==> config.mk <==
export PLATFORM = sky130hd
export DESIGN_NAME = rotating_word_display
export DESIGN_NICKNAME = d
export VERILOG_FILES = /design/src/rtl/rotating_word_display.sv
export SDC_FILE = /design/constraint.sdc
export NUM_CORES = 1
export LEC_CHECK = 0
export BUFFER_PORTS_ARGS = -buffer_cell sky130_fd_sc_hd__buf_2
export CELL_PAD_IN_SITES_DETAIL_PLACEMENT = 0
export CELL_PAD_IN_SITES_GLOBAL_PLACEMENT = 1
export CORE_UTILIZATION = 43
export DETAILED_ROUTE_END_ITERATION = 16
export PLACE_DENSITY = 0.9
export RECOVER_POWER = 50
export SETUP_SLACK_MARGIN = 0.1
export SLEW_MARGIN = 20
export SYNTH_ARGS = -nofsm -noshare
export SYNTH_HDL_FRONTEND = slang
export SYNTH_SLANG_ARGS = --single-unit
==> constraint.sdc <==
create_clock -name CLOCK_50 -period 4.2 [get_ports CLOCK_50]
set_clock_uncertainty 0.2 [all_clocks]
set_input_delay 0.42 -clock CLOCK_50 [delete_from_list [all_inputs] [get_ports CLOCK_50]]
set_output_delay 0.42 -clock CLOCK_50 [all_outputs]
set_load 0.05 [all_outputs]
==> src/rtl/rotating_word_display.sv <==
// rtl/rotating_word_display.sv - rotating 2-bit-code word on N seven-segment digits; optional IDLE blink via ROTATE_BLINK_EN
module rotating_word_display #(
    parameter int N_DIGITS = 6,
    parameter int TICK_DIV = 25000000,
    localparam int IDX_W   = $clog2(N_DIGITS)
) (
    input  logic                    CLOCK_50,
    input  logic                    Resetn,
    input  logic                    load_en,
    input  logic [IDX_W-1:0]        load_idx,
    input  logic [1:0]              load_char,
    input  logic                    start,
    input  logic                    stop,
    input  logic                    dir,
    output logic [7*N_DIGITS-1:0]   hex,
    output logic [IDX_W-1:0]        offset,
    output logic                    running
);

    localparam int PS_W = $clog2(TICK_DIV);

    typedef enum logic {S_IDLE = 1'b0, S_RUN = 1'b1} state_t;

    state_t            state_q;
    logic              running_q;
    logic [IDX_W-1:0]  offset_q;
    logic [PS_W-1:0]   ps_q;
    logic [1:0]        word_q [N_DIGITS];
`ifdef ROTATE_BLINK_EN
    logic              blink_q;
`endif

    logic              ps_wrap;
    logic [IDX_W-1:0]  offset_inc;
    logic [IDX_W-1:0]  offset_dec;

    assign ps_wrap    = (ps_q == PS_W'(TICK_DIV - 1));
    assign offset_inc = (offset_q == IDX_W'(N_DIGITS - 1)) ? '0 : offset_q + 1'b1;
    assign offset_dec = (offset_q == '0) ? IDX_W'(N_DIGITS - 1) : offset_q - 1'b1;

    assign offset  = offset_q;
    assign running = running_q;

    // Segment pattern for a character code, bits g..a, active low.
    function automatic logic [6:0] decode(input logic [1:0] c);
        case (c)
            2'b00:   return 7'b0100001;
            2'b01:   return 7'b0000110;
            2'b10:   return 7'b1111001;
            default: return 7'b1111111;
        endcase
    endfunction

    // Word slot shown on digit k: (k + off) mod N_DIGITS without a divider.
    function automatic logic [IDX_W-1:0] slot(input int k, input logic [IDX_W-1:0] off);
        logic [IDX_W:0] s;
        s = (IDX_W+1)'(k) + {1'b0, off};
        if (s >= (IDX_W+1)'(N_DIGITS)) s = s - (IDX_W+1)'(N_DIGITS);
        return s[IDX_W-1:0];
    endfunction

    // Combinational digit mapping; blanking overrides everything while blinking.
    always_comb begin
        hex = '1;
        for (int k = 0; k < N_DIGITS; k++) begin
            hex[7*k +: 7] = decode(word_q[slot(k, offset_q)]);
        end
`ifdef ROTATE_BLINK_EN
        if (blink_q) hex = '1;
`endif
    end

    // IDLE/RUN control, word storage, prescaler and offset stepping.
    always_ff @(posedge CLOCK_50) begin
        if (!Resetn) begin
            state_q   <= S_IDLE;
            running_q <= 1'b0;
            offset_q  <= '0;
            ps_q      <= '0;
            for (int i = 0; i < N_DIGITS; i++) word_q[i] <= 2'b11;
`ifdef ROTATE_BLINK_EN
            blink_q   <= 1'b0;
`endif
        end else begin
            case (state_q)
                S_IDLE: begin
                    if (load_en && (32'(load_idx) < N_DIGITS)) word_q[load_idx] <= load_char;
                    if (start && !stop) begin
                        state_q   <= S_RUN;
                        running_q <= 1'b1;
                        ps_q      <= '0;
`ifdef ROTATE_BLINK_EN
                        blink_q   <= 1'b0;
`endif
                    end else begin
`ifdef ROTATE_BLINK_EN
                        if (ps_wrap) begin
                            ps_q    <= '0;
                            blink_q <= ~blink_q;
                        end else begin
                            ps_q    <= ps_q + 1'b1;
                        end
`else
                        ps_q <= '0;
`endif
                    end
                end
                S_RUN: begin
                    if (stop) begin
                        state_q   <= S_IDLE;
                        running_q <= 1'b0;
                        ps_q      <= '0;
                    end else if (ps_wrap) begin
                        ps_q     <= '0;
                        offset_q <= dir ? offset_dec : offset_inc;
                    end else begin
                        ps_q <= ps_q + 1'b1;
                    end
                end
                default: begin
                    state_q   <= S_IDLE;
                    running_q <= 1'b0;
                end
            endcase
        end
    end

endmodule
==> results of run 1 <==
-- stage by stage --
| stage | hold WS (ps) | power (mW) | std cells |
|---|---|---|---|
| after floorplan | 217.6 | 0.5870 | 340 |
| after detailed placement | 236.9 | 0.6086 | 457 |
| after global routing | 170.9 | 0.9540 | 465 |
| after global placement | 225.9 | 0.6063 | 457 |
| final | 177.4 | 0.9182 | 465 |
| after CTS | 195.3 | 0.9252 | 465 |
-- cells by family (layout without fill, tap and decap cells) --
family / count (synthesis) / in the layout / synth area share [%]
multiplexers: 40 / 40 / 15.62
XOR/XNOR: 29 / 29 / 8.107
other: 1 / 4 / 0.1197
adder cells (fa/ha/maj): 11 / 11 / 4.393
AND/OR/NAND/NOR: 129 / 129 / 21.65
AO/OA/AOI/OAI: 33 / 33 / 6.909
flip-flops: 46 / 46 / 34.50
buffers and inverters: 48 / 77 / 8.706
-- layout make-up --
| type | count | share of cell area (%) |
|---|---|---|
| Timing Repair Buffer | 58 | 8.285 |
| Sequential cell | 46 | 31.30 |
| Clock buffer | 6 | 2.098 |
| Clock inverter | 2 | 1.085 |
| Multi-Input combinational cell | 246 | 52.57 |
| Inverter | 11 | 1.194 |
| Tap cell | 96 | 3.473 |
-- final timing paths --
path | to | slack (ps) | depth (start not counted)
hold reg to reg | ps_q[0] | 250 | 1
hold / removal | state_q | 180 | 2
setup / recovery | hex[35] | 440 | 8
setup reg to reg | offset[2] | 1170 | 5
-- power by group --
group | total, mW | switching (mW) | internal (mW)
Sequential | 0.472 | 0.00479 | 0.467
Clock | 0.321 | 0.143 | 0.178
Combinational | 0.125 | 0.0939 | 0.0313
Total | 0.918 | 0.242 | 0.676
-- layout by cell type, fill, tap and decap left out, drive strengths merged, types with 3 or more instances in the layout --
master,count
clkbuf,11
mux2i,23
a211oi,3
mux4,6
and4,4
mux2,11
nand3,12
nor2b,3
and3,4
nand2b,8
nor4,3
o21ai,5
edfxtp,16
nor2,38
conb,4
nand2,25
dfxtp,30
xor2,20
a21oi,8
buf,53
ha,11
inv,11
xnor2,9
or2,5
nor3,7
nand4,7
-- per-layer routing --
layer / GRT usage [%] / up-vias / wire [µm]
met5: 0 / - / 0
met4: 4.322 / 0 / 51
met3: 2.938 / 4 / 210
met2: 31.46 / 60 / 3137
met1: 20.25 / 1132 / 2782
li1: - / 1216 / -
-- Yosys cell counts (all sizes together) (3+ instances only) --
cell type   n  share of area [%]
a211oi      3               0.72
a21oi       8                1.3
and3        4               0.84
and4        4                1.2
buf        27                6.2
clkbuf     10                1.2
dfxtp      30                 19
edfxtp     16                 15
ha         11                4.4
inv        11                1.3
mux2       11                4.0
mux2i      23                7.3
mux4        6                4.3
nand2      25                3.0
nand2b      8                1.6
nand3      12                1.9
nand4       7                1.4
nor2       38                4.6
nor2b       3               0.60
nor3        7                1.1
nor4        3               0.60
o21ai       5               0.80
or2         5                1.0
xnor2       9                2.5
xor2       20                5.6
-- flip-flops by register name, summed over array words and instances (netlist names) --
register / count
offset: 3
ps_q: 25
running: 1
state_q: 1
word_q: 16
==> impl_metrics.ini, run 1 <==
[run_status]
status = completed

[place]
pre_cts_ws_ps = 752.8
globalplace.congestion = 0.7896
dpl_cell_area_um2 = 3369
place_hpwl_um = 4818
port_buffers = 56

[route]
ant_nets = 0
routedWlPerCell_um = 13.29
firstDrtPassIters = 4
wirelength_um = 6182
vias = 2412
drc = 0
drtIter0Drc = 99
vias_per_cell = 5.187

[yosys]
yosys_warnings = 0
async_flop_share_pct = 0
synth_edf_count = 16
syn_avg_cell_area_um2 = 9.297
synth_ff_type = dfxtp_1
synthDistinctLibCells = 51
synth_cells = 337
ys_seq_elements = 46
ys_seq_area_share_pct = 34.50
netlist_area_um2 = 3133

[hold_path]
min-delay-start = stop
min_path_type = input port to flop

[timing]
worst_slew_pin_slew_ps = 1043
fin_tns_setup_ps = 0
fin_crit_ps = 3763
hold_viol = 0
period_share_pct = 89.60
rsz0062_at_grt = false
fin_ws_ps = 436.7
fmax_mhz = 265.7
drv_slew = 0
setup_viol = 0
maxSlewHeadroom_pct = 29.52

[cells_and_area]
syn2layout_area_growth_pct = 10.38
seqCellArea_um2 = 1082
utilization_pct = 50.07
fillerInstances = 681
multi_input_area_um2 = 1818
drive_gt1_share_pct = 25.47
nNetsFinal = 390
diodes = 0
design_area_um2 = 3458

[global_route]
grt_pass1_vias = 2245
grt_max_degree = 20
grt_pass1_wl_um = 10280
antenna_found_initial = 0
grt_usage_pct = 17.02
grt_overflow = 0

[clock_network]
tritoncts = built
clk_pin_slew_ps = 80
hold_buffers = 0
clk_latency_ps = 290
ctsLongestPathBuffers = 2
ctsResizeCount = 0
post-cts-setup-buffers = 0
h-tree-depth = 2
cts_buffers = 5
clock-sinks = 46
cts_root_buf = clkbuf_8

[worst_setup_path]
cp_slowest_stage_delay_ps = 540
path_delay_family = flip-flops
slowest_stage = dfxtp_1
critical_path_class = flop to output port
start_kind = flop
cp_data_arrival_time_ps = 3140
startpoint = offset[1]
cp_cell_sequence = inv_1 -> ha_1 -> and4_1 -> o22ai_1 -> mux2i_1 -> mux2_2 -> nand2b_2 -> buf_2
r2r_start = ps_q[15]
critPathBufInv = 2
worstSetupEndpointType = output port
critPathRequiredTime_ps = 3580
cp_max_fo = 19

[die]
dieArea_um2 = 7632
die_w_um = 87.36
initial_core_util_pct = 45.36
core_um2 = 6907
rows = 30
die_y_um = 87.36
pin_count = 57

[power_and_ir_drop]
vdd_drop_max_uv = 175.7
p_per_area_nw_per_um2 = 265.5
power.leakage_nw = 1.178

[run]
drv_cap = 0
No activity file was read; power rests on OpenSTA's default activity.
==> inputs of run 2 (changes only) <==
CORE_MARGIN = 2   (was default)
PLACE_DENSITY = 0.84   (was 0.9)
clock period = 3.7 ns   (was 4.2 ns; I/O delays follow)
==> run 2 against run 1 <==
Against the previous run: register-to-register slack worse by 330 ps; sequential cell count stayed put; utilization down 0.72 points; combinational power up 15%; critical path depth fell by 1; largest power group unchanged.
==> impl_metrics.ini, run 2 (synthesis gave the netlist of run 1 again) <==
[run_status]
status = completed

[power_and_ir_drop]
vdd_drop_max_uv = 224.6
power.leakage_nw = 1.218
power_mw = 1.055
p_per_area_nw_per_um2 = 299.4

[cells_and_area]
syn2layout_area_growth_pct = 12.42
diodes = 0
drive_gt1_share_pct = 28.11
fillerInstances = 714
multi_input_area_um2 = 1859
nNetsFinal = 391
final_common_cell = buf_2
largest_reg_flops = 25
layout_common_cells = buf_2 (54), nor2_1 (38), dfxtp_1 (27), nand2_1 (25)
seqCellArea_um2 = 1087
top_register = ps_q

[clock_network]
tritoncts = built
cts_buffers = 5
clock-sinks = 46
ctsLongestPathBuffers = 2
clk_pin_slew_ps = 90
h-tree-depth = 2
clk_latency_ps = 300
cts_root_buf = clkbuf_8

[timing]
maxSlewHeadroom_pct = 32.67
setup_viol = 0
hold_viol = 0
drv_slew = 0
fmax_mhz = 291.6
rsz0062_at_grt = false
worst_slew_pin_slew_ps = 1010
fin_crit_ps = 3430
period_share_pct = 92.69
fin_tns_setup_ps = 0

[route]
routedWlPerCell_um = 13.53
vias_per_cell = 5.139
ant_nets = 0
drc = 0
vias = 2410
drtIter0Drc = 73
wirelength_um = 6346
firstDrtPassIters = 4

[global_route]
grt_overflow = 0
grt_pass1_vias = 2107
antenna_found_initial = 0
grt_pass1_wl_um = 10100
grt_usage_pct = 16.20
grt_max_degree = 30

[die]
die_w_um = 89.36
die_y_um = 89.36
dieArea_um2 = 7985
core_um2 = 7137
initial_core_util_pct = 43.90
pin_count = 57
rows = 31

[worst_setup_path]
slowest_stage = dfxtp_4
rr_worst_depth = 5
critPathRequiredTime_ps = 3130
r2r_start = ps_q[15]
cp_slowest_stage_delay_ps = 580
cp_max_fo = 29
critical_path.reg2reg.endpoint = ps_q[11]
critical_path_class = flop to output port
cp_data_arrival_time_ps = 2860
cp_cell_sequence = inv_1 -> ha_4 -> or3b_2 -> o211ai_1 -> mux2_2 -> nand2b_4 -> buf_2
start_kind = flop
r2r_slack_ps = 840
worstSetupEndpointType = output port

[hold_path]
min-delay-start = stop
min_path_type = input port to flop
holdPathEnd = state_q
min_delay_path_depth = 2

[place]
port_buffers = 56
globalplace.congestion = 0.8282
place_hpwl_um = 4828

[run]
drv_cap = 0
==> run 2: through the flow <==
stage / worst slack (ps) / hold WS (ps) / instances / utilization (%) / instance area (µm²)
final: 270.5 / 128.9 / 469 / 49.35 / 3522
after global routing: 132.3 / 142.7 / 469 / 49.35 / 3522
after CTS: 165.8 / 122.8 / 469 / 49.26 / 3516
after detailed placement: 344.0 / 245.0 / 461 / 47.55 / 3393
after global placement: 440.6 / 229.5 / 461 / 47.55 / 3393
after floorplan: 103.4 / 217.6 / 340 / - / 3223
==> run 2: repair_timing <==
item,in CTS,in global routing
buffers inserted,0,0
setup endpoints to repair,4,7
gates resized for setup,2,3
endpoints found under the hold margin,0,0
cloned,0,0
hold buffers,0,0
==> run 2: final cells by class <==
| type | instances | area share [%] |
|---|---|---|
| Sequential cell | 46 | 30.87 |
| Clock inverter | 3 | 1.279 |
| Inverter | 11 | 1.172 |
| Timing Repair Buffer | 59 | 8.419 |
| Clock buffer | 5 | 1.954 |
| Tap cell | 99 | 3.517 |
| Multi-Input combinational cell | 246 | 52.79 |
==> run 2: how the worst max path moves through the flow <==
stage | cells past startpoint | from | to
2_1_floorplan | 11 | offset[0] | hex[26]
6_report | 7 | offset[0] | hex[12]
4_1_cts | 8 | offset[0] | hex[7]
3_3_place_gp | 7 | offset[0] | hex[12]
5_1_grt | 7 | offset[0] | hex[12]
3_5_place_dp | 8 | offset[0] | hex[35]
==> run 2: where the power goes <==
| part | leakage [nW] | total, mW | switching, mW | internal (mW) |
|---|---|---|---|---|
| Combinational | 0.788 | 0.144 | 0.107 | 0.0365 |
| Clock | 0.0504 | 0.375 | 0.174 | 0.201 |
| Sequential | 0.379 | 0.535 | 0.00525 | 0.530 |
| Total | 1.22 | 1.05 | 0.287 | 0.767 |
==> run 2: worst max-delay path: cells and delay by family, from the launching register on <==
kind,cells,cell delay (ps)
AO/OA/AOI/OAI,1,220
AND/OR/NAND/NOR,2,620
multiplexers,1,420
flip-flops,1,580
adder cells (fa/ha/maj),1,350
buffers and inverters,2,370
==> run 2: metal layers <==
layer	vias up	share of wire [%]	GRT usage, %
li1	1221	-	-
met1	1127	46	20.17
met2	55	50	28.42
met3	7	3.5	2.955
met4	0	1.2	5.020
met5	-	0	0
